## src/rtl/mips_instr_encoder.sv

```systemverilog
// Symbolic-instruction encoder and sequential loader for the single-cycle MIPS instruction memory.
// Optional macro ENC_ILLEGAL_TRAP_EN: mnemonic 31 is dropped and flags err instead of writing a nop.
module mips_instr_encoder #(
   parameter int AW    = 8,
   parameter int DEPTH = 256
) (
   input  logic          clk,
   input  logic          rst,
   input  logic          restart,
   input  logic          in_valid,
   output logic          in_ready,
   input  logic [4:0]    mnem,
   input  logic [4:0]    rs,
   input  logic [4:0]    rt,
   input  logic [4:0]    rd,
   input  logic [4:0]    shamt,
   input  logic [15:0]   imm,
   input  logic [25:0]   target,
   output logic          mem_valid,
   input  logic          mem_ready,
   output logic [AW-1:0] mem_addr,
   output logic [31:0]   mem_wdata,
   output logic [AW:0]   words,
   output logic          full,
   output logic          err
);

   localparam logic [1:0] S_IDLE  = 2'd0;
   localparam logic [1:0] S_WRITE = 2'd1;
   localparam logic [1:0] S_FULL  = 2'd2;

   localparam logic [1:0] K_R = 2'd0;
   localparam logic [1:0] K_I = 2'd1;
   localparam logic [1:0] K_J = 2'd2;
   localparam logic [1:0] K_Z = 2'd3;

   localparam logic [AW:0] DEPTH_W = (AW+1)'(DEPTH);

   logic [1:0] state;
   logic       pend;
   logic       err_r;
   logic       illegal;

`ifdef ENC_ILLEGAL_TRAP_EN
   assign illegal = (mnem == 5'd31);
`else
   assign illegal = 1'b0;
`endif

   function automatic logic [31:0] encode(
      input logic [4:0]  m,
      input logic [4:0]  f_rs,
      input logic [4:0]  f_rt,
      input logic [4:0]  f_rd,
      input logic [4:0]  f_sh,
      input logic [15:0] f_imm,
      input logic [25:0] f_tgt
   );
      logic [1:0] kind;
      logic [5:0] op;
      logic [5:0] fn;
      logic [4:0] s;
      logic [4:0] t;
      logic [4:0] d;
      logic [4:0] sh;
      kind = K_R;
      op   = 6'd0;
      fn   = 6'd0;
      s    = f_rs;
      t    = f_rt;
      d    = f_rd;
      sh   = 5'd0;
      case (m)
         5'd0:  fn = 6'b100000;
         5'd1:  fn = 6'b100001;
         5'd2:  fn = 6'b100010;
         5'd3:  fn = 6'b100011;
         5'd4:  fn = 6'b100100;
         5'd5:  fn = 6'b100101;
         5'd6:  fn = 6'b100110;
         5'd7:  fn = 6'b100111;
         5'd8:  fn = 6'b101010;
         5'd9:  fn = 6'b101011;
         // constant shifts carry shamt and never use rs
         5'd10: begin fn = 6'b000000; s = 5'd0; sh = f_sh; end
         5'd11: begin fn = 6'b000010; s = 5'd0; sh = f_sh; end
         5'd12: begin fn = 6'b000011; s = 5'd0; sh = f_sh; end
         5'd13: fn = 6'b000100;
         5'd14: fn = 6'b000110;
         5'd15: fn = 6'b000111;
         5'd16: begin fn = 6'b001000; t = 5'd0; d = 5'd0; end
         5'd17: begin kind = K_I; op = 6'b001000; end
         5'd18: begin kind = K_I; op = 6'b001001; end
         5'd19: begin kind = K_I; op = 6'b001100; end
         5'd20: begin kind = K_I; op = 6'b001101; end
         5'd21: begin kind = K_I; op = 6'b001110; end
         5'd22: begin kind = K_I; op = 6'b100011; end
         5'd23: begin kind = K_I; op = 6'b101011; end
         5'd24: begin kind = K_I; op = 6'b000100; end
         5'd25: begin kind = K_I; op = 6'b000101; end
         5'd26: begin kind = K_I; op = 6'b001111; s = 5'd0; end
         5'd27: begin kind = K_J; op = 6'b000010; end
         5'd28: begin kind = K_J; op = 6'b000011; end
         5'd29: begin kind = K_I; op = 6'b001010; end
         5'd30: begin kind = K_I; op = 6'b001011; end
         default: kind = K_Z;
      endcase
      case (kind)
         K_R:     encode = {6'd0, s, t, d, sh, fn};
         K_I:     encode = {op, s, t, f_imm};
         K_J:     encode = {op, f_tgt};
         default: encode = 32'h0000_0000;
      endcase
   endfunction

   assign in_ready  = (state == S_IDLE);
   assign mem_valid = (state == S_WRITE);
   assign full      = (state == S_FULL);
   assign err       = err_r;

   always_ff @(posedge clk) begin
      if (rst) begin
         state     <= S_IDLE;
         pend      <= 1'b0;
         mem_addr  <= '0;
         mem_wdata <= '0;
         words     <= '0;
         err_r     <= 1'b0;
      end else begin
         case (state)
            S_WRITE: begin
               if (restart)
                  pend <= 1'b1;
               if (mem_ready) begin
                  // a restart seen during the write takes effect once the word lands
                  if (pend || restart) begin
                     mem_addr <= '0;
                     words    <= '0;
                     err_r    <= 1'b0;
                     pend     <= 1'b0;
                     state    <= S_IDLE;
                  end else begin
                     mem_addr <= mem_addr + 1'b1;
                     words    <= words + 1'b1;
                     state    <= (words + 1'b1 == DEPTH_W) ? S_FULL : S_IDLE;
                  end
               end
            end
            S_FULL: begin
               if (restart) begin
                  mem_addr <= '0;
                  words    <= '0;
                  err_r    <= 1'b0;
                  state    <= S_IDLE;
               end
            end
            default: begin
               if (restart) begin
                  mem_addr <= '0;
                  words    <= '0;
                  err_r    <= 1'b0;
               end
               if (in_valid) begin
                  if (illegal)
                     err_r <= 1'b1;
                  else begin
                     mem_wdata <= encode(mnem, rs, rt, rd, shamt, imm, target);
                     state     <= S_WRITE;
                  end
               end
            end
         endcase
      end
   end

endmodule
```

## config.mk

```make
export PLATFORM = sky130hd
export DESIGN_NAME = mips_instr_encoder
export DESIGN_NICKNAME = d
export VERILOG_FILES = /design/src/rtl/mips_instr_encoder.sv
export SDC_FILE = /design/constraint.sdc
export NUM_CORES = 1
export LEC_CHECK = 0
export CAP_MARGIN = 20
export CORE_MARGIN = 2
export CORE_UTILIZATION = 45
export DETAILED_ROUTE_END_ITERATION = 8
export GPL_TIMING_DRIVEN = 0
export PLACE_DENSITY = 0.88
export SLEW_MARGIN = 30
export SYNTH_ARGS = -nofsm -noshare
export SYNTH_HDL_FRONTEND = slang
export SYNTH_SLANG_ARGS = --single-unit
```

## constraint.sdc

```tcl
create_clock -name clk -period 5.1 [get_ports clk]
set_clock_uncertainty 0.2 [all_clocks]
set_input_delay 0.765 -clock clk [delete_from_list [all_inputs] [get_ports clk]]
set_output_delay 0.765 -clock clk [all_outputs]
set_load 0.02 [all_outputs]
```

=== Word-level counts from Yosys, hierarchy flattened ===
Cells that the tools add are included.

* $add $sub $neg: 2
* $mul: 0
* Div/mod/pow operators: 0
* Magnitude comparators: 0
* Equal/unequal tests: 38
* Shifts and indexed selects: 0
* Muxes and demuxes: 32
* Bitwise operators: 1
* Reductions and logical operators: 16

{| class="wikitable"
|+ Operator list
! kind !! count
|-
| one-hot mux 32 bit (3 select lines) || 1
|-
| one-hot mux 6 bit (16 select lines) || 1
|-
| one-hot mux 6 bit (14 select lines) || 1
|-
| == test 5 bit (second input constant) || 15
|-
| == test 5 x 4 -> 1 bit (second input constant) || 8
|-
| 2-to-1 mux 9 bit || 4
|-
| 2-to-1 mux 8 bit || 4
|-
| == test 5 x 3 -> 1 bit (second input constant) || 4
|-
| 2-to-1 mux 5 bit || 4
|-
| OR reduction 17 bit || 1
|-
| 2-to-1 mux 2 bit || 8
|-
| OR reduction 12 bit || 1
|-
| == test 5 x 2 -> 1 bit (second input constant) || 2
|-
| adder 9 x 1 -> 9 bit (second input constant) || 1
|-
| == test 9 bit (second input constant) || 1
|-
| adder 8 x 1 -> 8 bit (second input constant) || 1
|-
| 2-to-1 mux 1 bit || 7
|-
| one-hot mux 2 bit (3 select lines) || 1
|-
| AND reduction 3 bit || 2
|-
| == test 5 x 1 -> 1 bit (second input constant) || 1
|-
| zero test 5 bit || 1
|-
| == test 2 x 1 -> 1 bit (second input constant) || 2
|-
| == test 2 bit (second input constant) || 2
|-
| zero test 2 bit || 2
|-
| 11 further kinds || 14
|}

* Register bits: 53
* Latch bits: 0
* Memory bits (writable): 0
* ROM bits: 0
* Bits of input ports: 72
* Memories: 0

=== Logic depth before layout (Yosys ltp) ===
Gate-level depths: netlist of the first run.

* Word-level depth: 8
* Gate-level depth with buffers: 8

=== Least setup slack after synthesis of the first run ===
No wires, ideal clock.

* Path type: input -> register
* Start point: input port mnem[2]
* End point: register mem_wdata[2]
* Setup time: 0.128 ns
* Arrival time: 1.988 ns
* Required time: 4.772 ns
* Slack: 2.785 ns
* Stages on the path: 6
* Cell sequence: buf_2 > nor4_1 > a2111oi_2 > a221o_1 > a22oi_1 > nor2_1

* Cells in the longest elaborated chain, start to end: 8
* Elaborated cells between the ends (all ways): 43

{| class="wikitable"
|+ Ends and longest elaborated chain
! item !! line !! text
|-
| start: declaration || 12 || <nowiki>input logic [4:0] mnem,</nowiki>
|-
| == test 5 x 4 -> 1 bit (tied with other cells) || 73 || <nowiki>case (m)</nowiki>
|-
| OR reduction 17 bit (no source line) (tied with other cells) || -- ||
|-
| one-hot mux 2 bit (3 select lines) || 73 ||
|-
| 2-to-1 mux 2 bit || 163 || <nowiki>if (in_valid) begin</nowiki>
|-
| 2-to-1 mux 2 bit || 130 || <nowiki>case (state)</nowiki>
|-
| 2-to-1 mux 2 bit || 122 || <nowiki>if (rst) begin</nowiki>
|-
| == test 2 bit (tied with other cells) || 108 || <nowiki>case (kind)</nowiki>
|-
| one-hot mux 32 bit (3 select lines) (*) || 108 ||
|-
| end signal: assignment || 167 || <nowiki>mem_wdata <= encode(mnem, rs, rt, rd, shamt, imm, target);</nowiki>
|-
| end: declaration || 22 || <nowiki>output logic [31:0] mem_wdata,</nowiki>
|}

Every way passes the cells marked *; elsewhere a longest branch is shown, timed or not. The select of a mux whose other input is x is not followed.
A chain may end at the register's enable or synchronous reset.

=== Final worst setup path of the first run ===
* Start point: input port mnem[0]
* End point: register mem_wdata[2]

Same word-level chain as after synthesis.

==> metrics.csv, run 1 <==
stage;metric;value;unit
yosys;syn_inst;349;
yosys;ys_seq_area_share;36.7;%
final_layout;insertedDiodeCount;0;
grt;gr-max-usage-layer;met2;
floorplan;start_util;46.7;%
floorplan;coreArea;0.00596;sq mm
final_layout;drive_gt1_share;5.87;%
cts;clock-root-buffer;clkbuf_8;
critical_path;r2r_slack;2.52;ns
detailed_routing;viasPerCell;5.83;
sta;slew_violations;0;
critical_path;cp_max_fo;7;
place;gp_congestion;0.944;
yosys;ys_ff_latch;51;
min_path;worstHoldStart;mem_wdata[10]$_SDFFE_PP0P_;
sta;maxSlewHeadroom;43.9;%
place;placed_area;0.00407;sq mm
cts;path_clk_slew;0.10;ns
place;io_buffers;119;
critical_path;required;5.08;ns
yosys;yosysMostFrequentCell;dfxtp_1;
power_and_ir_drop;peakVddDrop;0.231;mV
yosys;ys_top_cells_by_count;dfxtp_1 (51), nand2_1 (41), nor2_1 (34), a21oi_1 (24), o21ai_0 (18);
critical_path;worstSetupPathType;in -> reg;
grt;grtUsageTotal;26.0;%
sta;rsz0062_at_grt;false;
final_layout;syn_to_final_growth;50.6;%
final_layout;fin_area;0.00419;sq mm
yosys;synth.avg_cell_area;7.97;sq um
detailed_routing;route.detailed.drc;0;
floorplan;die_h;82.6;microns
cts;clock_latency;0.30;ns
critical_path;cp-end-kind;register;
critical_path;worstReg2RegEnd;mem_wdata[9]$_SDFFE_PP0P_;
sta;fin_crit_sh;56.2;%
power_and_ir_drop;powerDensity;233;mW/mm^2
grt;grt_use_met2;44.0;%
cts;cts_sinks;51;
power_and_ir_drop;p_leak;1.53;nW
yosys;synth_area;0.00278;sq mm
critical_path;r2r_start;state[0]$_SDFFE_PP0P_;
sta;min_period;2.87;ns
yosys;ys_async_sr_fraction;0;%
final_layout;utilization;70.3;%
critical_path;critPathLaunchType;input pin;
floorplan;die-area;0.00682;sq mm
yosys;synth_warnings;0;
cts;cts_resized;0;
detailed_routing;finalWirelength;8900;microns
floorplan;row_count;28;
floorplan;ios;125;
place;place_ws;1.98;ns
cts;cts_buffers;5;
yosys;synth-edff-count;0;
cts;cts_tree;done;
sta;timing.hold.ws;0.251;ns
critical_path;rr_worst_depth;8;
yosys;synth_area_leader_cell;dfxtp_1;
grt;overflow;0;
grt;grt_max_degree;16;
sta;timing.final.hold_violations;0;
yosys;synth_area_leaders;dfxtp_1 (37%), nand2_1 (5.5%), nor2_1 (4.6%);
sta;setup_tns;0;ns
min_path;min_path_cells;2;
grt;grt_pass1_vias;2944;
status;status;completed;
sta;setup_viol;0;
yosys;ys_types;57;
sta;tightest_slew;0.818;ns
grt;grt_pass1_wl;13700;microns
cts;cts_setup_buffers;0;
yosys;synthFlopType;dfxtp_1;
cts;htree_num_levels;2;
place;dp.final_hpwl;6760;microns
grt;grt.met3_usage;5.98;%
final_layout;finalNetCount;554;
grt;use_met1;31.5;%
min_path;worstHoldEndpoint;mem_wdata[10]$_SDFFE_PP0P_;
cts;clock_path_buffers;2;
min_path;hp-class;reg -> reg;
cts;cts_hold_buf;0;
critical_path;crit_arrival;2.84;ns
run;maxCapViolations;0;
grt;antenna_found_initial;0;
floorplan;die_x;82.6;microns
detailed_routing;avgRoutedWirePerCell;16.1;microns
detailed_routing;vias;3216;
sta;setup_ws;2.23;ns
yosys;synth_top_area_share;36.7;%
detailed_routing;ant_nets;0;
sta;fmax;0.349;GHz
detailed_routing;drtPass1Iterations;5;
detailed_routing;drt_iter0_drc;230;
worst max-delay path, stage by stage:
cell             delay (ns)
clkdlybuf4s50_1        0.53
nor4bb_1               0.71
a2111oi_2              0.23
a221o_1                0.40
a22oi_1                0.15
nor2_1                 0.06
kinds of logic after synthesis:
logic type               count (synthesis)  synth area share (%)
AND/OR/NAND/NOR                        128                  21.9
other                                    1                 0.135
flip-flops                              51                  36.7
multiplexers                             3                  1.13
buffers and inverters                   37                  6.48
adder cells (fa/ha/maj)                  6                  2.70
AO/OA/AOI/OAI                          115                  28.4
XOR/XNOR                                 8                  2.52
metal layers:
layer  vias to the layer above  share of wire, %  wire (microns)
met5                         -                 0               0
met4                         0               2.6             235
met3                        22               8.5             755
met2                       171                49            4380
li1                       1537                 -               -
met1                      1486                40            3530
final cells by class:
type | instances | area [sq um]
Buffer | 27 | 143
Clock buffer | 6 | 82.6
Clock inverter | 2 | 35.0
Fill cell | 497 | 1770
Inverter | 10 | 37.5
Multi-Input combinational cell | 262 | 1580
Sequential cell | 51 | 1020
Tap cell | 75 | 93.8
Timing Repair Buffer | 119 | 1190
stage by stage:
stage | power, mW | instances
after global routing | 1.02 | 552
after CTS | 0.977 | 552
after floorplan | 0.565 | 350
after global placement | 0.686 | 544
after detailed placement | 0.690 | 544
final | 0.976 | 552
worst max-delay path by stage:
stage | to | depth (start not counted) | start | slack [ns]
global route | mem_wdata[7]$_SDFFE_PP0P_ | 6 | mnem[0] | 2.17
CTS | mem_wdata[2]$_SDFFE_PP0P_ | 6 | mnem[0] | 2.31
detailed placement | mem_wdata[2]$_SDFFE_PP0P_ | 6 | mnem[0] | 1.98
floorplan | mem_wdata[2]$_SDFFE_PP0P_ | 6 | mnem[2] | 2.78
finish | mem_wdata[2]$_SDFFE_PP0P_ | 6 | mnem[0] | 2.23
global placement | mem_wdata[10]$_SDFFE_PP0P_ | 6 | mnem[0] | 2.07
power by group:
| part | internal, mW | leakage [nW] | switching [mW] |
|---|---|---|---|
| registers | 0.418 | 0.415 | 0.0117 |
| clock network | 0.159 | 0.0612 | 0.133 |
| logic | 0.126 | 1.06 | 0.129 |
| total | 0.703 | 1.53 | 0.274 |
sequential cells by signal, indices dropped and copies added, names as in the netlist:
signal and count:
mem_wdata 31, mem_addr 8, state 2, pend 1, words 9
layout by cell type, fill, tap and decap left out, types with 5 or more instances in the layout:
| cell | n |
|---|---|
| nand3_1 | 11 |
| clkbuf_8 | 6 |
| ha_1 | 6 |
| inv_1 | 10 |
| buf_2 | 6 |
| a222oi_1 | 10 |
| xor2_1 | 5 |
| o21ai_0 | 18 |
| clkbuf_1 | 15 |
| nor3_1 | 11 |
| nand2_1 | 41 |
| a221oi_1 | 8 |
| nor2_1 | 34 |
| clkdlybuf4s50_1 | 119 |
| dfxtp_1 | 51 |
| a21oi_1 | 24 |
| o21ai_1 | 12 |
| o22ai_1 | 5 |
| a22oi_1 | 8 |
No activity file was read; power rests on OpenSTA's default activity.
==> inputs of run 2 (changes only) <==
--- a/config.mk
+++ b/config.mk
@@ -7,10 +7,10 @@
 export LEC_CHECK = 0
 export CAP_MARGIN = 20
 export CORE_MARGIN = 2
-export CORE_UTILIZATION = 45
+export CORE_UTILIZATION = 42
 export DETAILED_ROUTE_END_ITERATION = 8
 export GPL_TIMING_DRIVEN = 0
-export PLACE_DENSITY = 0.88
+export PLACE_DENSITY = 0.83
 export SLEW_MARGIN = 30
 export SYNTH_ARGS = -nofsm -noshare
 export SYNTH_HDL_FRONTEND = slang
==> constraint.sdc (replaced) <==
create_clock -name clk -period 2.82 [get_ports clk]
set_clock_uncertainty 0.2 [all_clocks]
set_input_delay 0.423 -clock clk [delete_from_list [all_inputs] [get_ports clk]]
set_output_delay 0.423 -clock clk [all_outputs]
set_load 0.02 [all_outputs]
==> run 2 against run 1 <==
Net effect:
- final cell count increased by 0.36%
- largest cell class unchanged
- routed wire length shrank 4.5%
- worst hold slack about the same
- power rose by 80%
- via count rose by 0.28%
- critical path type is now reg -> reg
- global-route usage decreased by 2.7 points
- flip-flop and latch count unchanged
- sequential power up 81%
- worst setup slack got worse by 1.9 ns
- combinational power up 80%
- critical path depth increased by 2
==> metrics.csv, run 2 (synthesis gave the netlist of run 1 again) <==
stage;metric;value;unit;change
power_and_ir_drop;peakVddDrop;0.273;mV;was 0.231 mV
power_and_ir_drop;combPwrFrac;26.1;%;about the same
place;io_buffers;119;;unchanged
min_path;hp-class;reg -> reg;;unchanged
critical_path;cp_max_fo;10;;was 7
critical_path;path_cells;inv_1 -> ha_1 -> nand2b_1 -> clkbuf_1 -> a31oi_1 -> nand2b_1 -> clkbuf_1 -> o21ai_1;;was clkdlybuf4s50_1 -> nor4bb_1 -> a2111oi_2 -> a221o_1 -> a22oi_1 -> nor2_1
final_layout;fill_cells;544;;was 497
final_layout;insertedDiodeCount;0;;unchanged
run;maxCapViolations;0;;unchanged
final_layout;layout.cells.non_filler;554;;was 552
detailed_routing;drt_iter0_drc;184;;was 230
sta;rsz0062_at_grt;false;;unchanged
cts;clock-root-buffer;clkbuf_8;;unchanged
sta;min_period;2.50;ns;
cts;clock_latency;0.30;ns;about the same
critical_path;cpPeakStageDelay;0.40;ns;was 0.71 ns
critical_path;worstSetupPathType;reg -> reg;;was in -> reg
sta;fmax;0.400;GHz;
critical_path;required;2.80;ns;was 5.08 ns
floorplan;coreArea;0.00639;sq mm;was 0.00596 sq mm
cts;cts_hold_buf;0;;unchanged
final_layout;drive_gt1_share;5.87;%;unchanged
critical_path;cp-end-kind;register;;unchanged
grt;antenna_found_initial;0;;unchanged
grt;grt_max_degree;16;;unchanged
power_and_ir_drop;p_seq_share;44.0;%;about the same
power_and_ir_drop;p_switching;0.491;mW;was 0.274 mW
sta;setup_tns;0;ns;unchanged
place;placed_cells;546;;was 544
detailed_routing;avgRoutedWirePerCell;15.3;microns;was 16.1 microns
cts;path_clk_slew;0.09;ns;was 0.10 ns
detailed_routing;ant_nets;0;;unchanged
cts;clock_path_buffers;2;;unchanged
sta;maxSlewHeadroom;41.1;%;was 43.9%
sta;fin_crit_sh;88.8;%;
power_and_ir_drop;pwr-share-clk;29.9;%;about the same
floorplan;row_count;29;;was 28
power_and_ir_drop;netSwitchingFraction;27.9;%;was 28.0%
critical_path;path_buf_inv;3;;was 1
cts;cts_sinks;51;;unchanged
cts;cts_buffers;5;;unchanged
sta;setup_viol;0;;unchanged
power_and_ir_drop;p_leak;1.53;nW;unchanged
critical_path;critPathSlowestCell;clkbuf_1;;was nor4bb_1
critical_path;cpLargestDelayFamily;buffers and inverters;;was compound AO/OA/AOI/OAI gates
critical_path;r2r_slack;0.32;ns;was 2.52 ns
final_layout;finalNetCount;554;;unchanged
critical_path;rr_worst_depth;8;;unchanged
grt;grt_pass1_vias;2929;;was 2944
floorplan;die-area;0.00729;sq mm;was 0.00682 sq mm
detailed_routing;finalWirelength;8500;microns;was 8900 microns
final_layout;syn_to_final_growth;50.7;%;was 50.6%
floorplan;ios;125;;unchanged
grt;overflow;0;;unchanged
final_layout;top_regs;mem_wdata: 31 flops, words: 9 flops, mem_addr: 8 flops;;unchanged
final_layout;final_cell_mix;clkdlybuf4s50_1 (119), dfxtp_1 (51), nand2_1 (41);;unchanged
final_layout;largest_register_ff_count;31;;unchanged
cts;htree_num_levels;2;;unchanged
grt;grt_pass1_wl;13900;microns;was 13700 microns
sta;timing.final.hold_violations;0;;unchanged
grt;grtUsageTotal;23.3;%;was 26.0%
detailed_routing;viasPerCell;5.82;;was 5.83
sta;slew_violations;0;;unchanged
power_and_ir_drop;total_power;1.76;mW;was 0.976 mW
sta;tightest_slew;0.859;ns;was 0.818 ns
final_layout;final_common_cell;clkdlybuf4s50_1;;unchanged
floorplan;die_x;85.4;microns;was 82.6 microns
floorplan;start_util;43.5;%;was 46.7%
critical_path;cp_num_cells;8;;was 6
floorplan;die_h;85.4;microns;was 82.6 microns
detailed_routing;vias;3225;;was 3216
critical_path;critPathLaunchType;register;;was input pin
detailed_routing;route.detailed.drc;0;;unchanged
cts;cts_tree;done;;unchanged
cts;cts_resized;0;;unchanged
final_layout;regMostFlops;mem_wdata;;unchanged
status;status;completed;;unchanged
power_and_ir_drop;power.internal;1.27;mW;was 0.703 mW
place;gp_congestion;0.957;;was 0.944
place;dp.final_hpwl;6600;microns;was 6760 microns
critical_path;crit_arrival;2.49;ns;was 2.84 ns
cts;cts_setup_buffers;0;;unchanged
power_and_ir_drop;powerDensity;421;mW/mm^2;was 233 mW/mm^2
min_path;min_path_cells;2;;unchanged
detailed_routing;drtPass1Iterations;8;;was 5
==> run 2: cell counts in the layout (fill, tap and decap cells not counted) <==
No cell type changed its count.
==> run 2: path summary, 6_finish.rpt <==
path	start	endpoint
max	state[1]$_SDFFE_PP0P_	mem_wdata[13]$_SDFFE_PP0P_
min	mem_wdata[7]$_SDFFE_PP0P_	mem_wdata[7]$_SDFFE_PP0P_
max reg2reg	state[1]$_SDFFE_PP0P_	mem_wdata[13]$_SDFFE_PP0P_
min reg2reg	mem_wdata[7]$_SDFFE_PP0P_	mem_wdata[7]$_SDFFE_PP0P_
==> run 2: tightest hold or removal path, cell delays in order (launching register included) <==
cell     delay (ns)
dfxtp_1        0.32
nand2_1        0.05
o21ai_1        0.05
==> run 2: final cells by class <==
cell class	count	area (sq um)	area share (%)
multi-input combinational	262	1580	37.8
tap	77	96.3	2.30
timing repair buffer	119	1190	28.4
inverter	10	37.5	0.896
clock buffer	6	82.6	1.97
sequential	51	1020	24.4
buffer	27	143	3.41
clock inverter	2	35.0	0.836
==> run 2: routing by layer <==
metal  up-vias  share of wire [%]  track usage [%]
met5         -                  0                0
met4         0                1.4             5.63
met3        12                8.0             4.96
met2       149                 49             38.4
met1      1524                 42             31.2
li1       1540                  -                -
==> run 2: power by group through the flow <==
stage	Clock (mW)	Sequential [mW]	Combinational (mW)
floorplan	0	0.830	0.192
global placement	0	0.791	0.449
detailed placement	0	0.792	0.455
CTS	0.537	0.776	0.457
global route	0.564	0.782	0.495
finish	0.527	0.776	0.460
==> run 2: metrics by stage <==
step           hold WS [ns]  util, %  cell area, sq um  setup WS (ns)
2_1_floorplan         0.249        -              2780          0.705
3_3_place_gp          0.236     63.8              4070          0.135
3_5_place_dp          0.242     63.8              4070          0.137
4_1_cts               0.255     65.6              4190          0.301
5_1_grt               0.280     65.6              4190         0.0684
6_report              0.251     65.6              4190          0.317
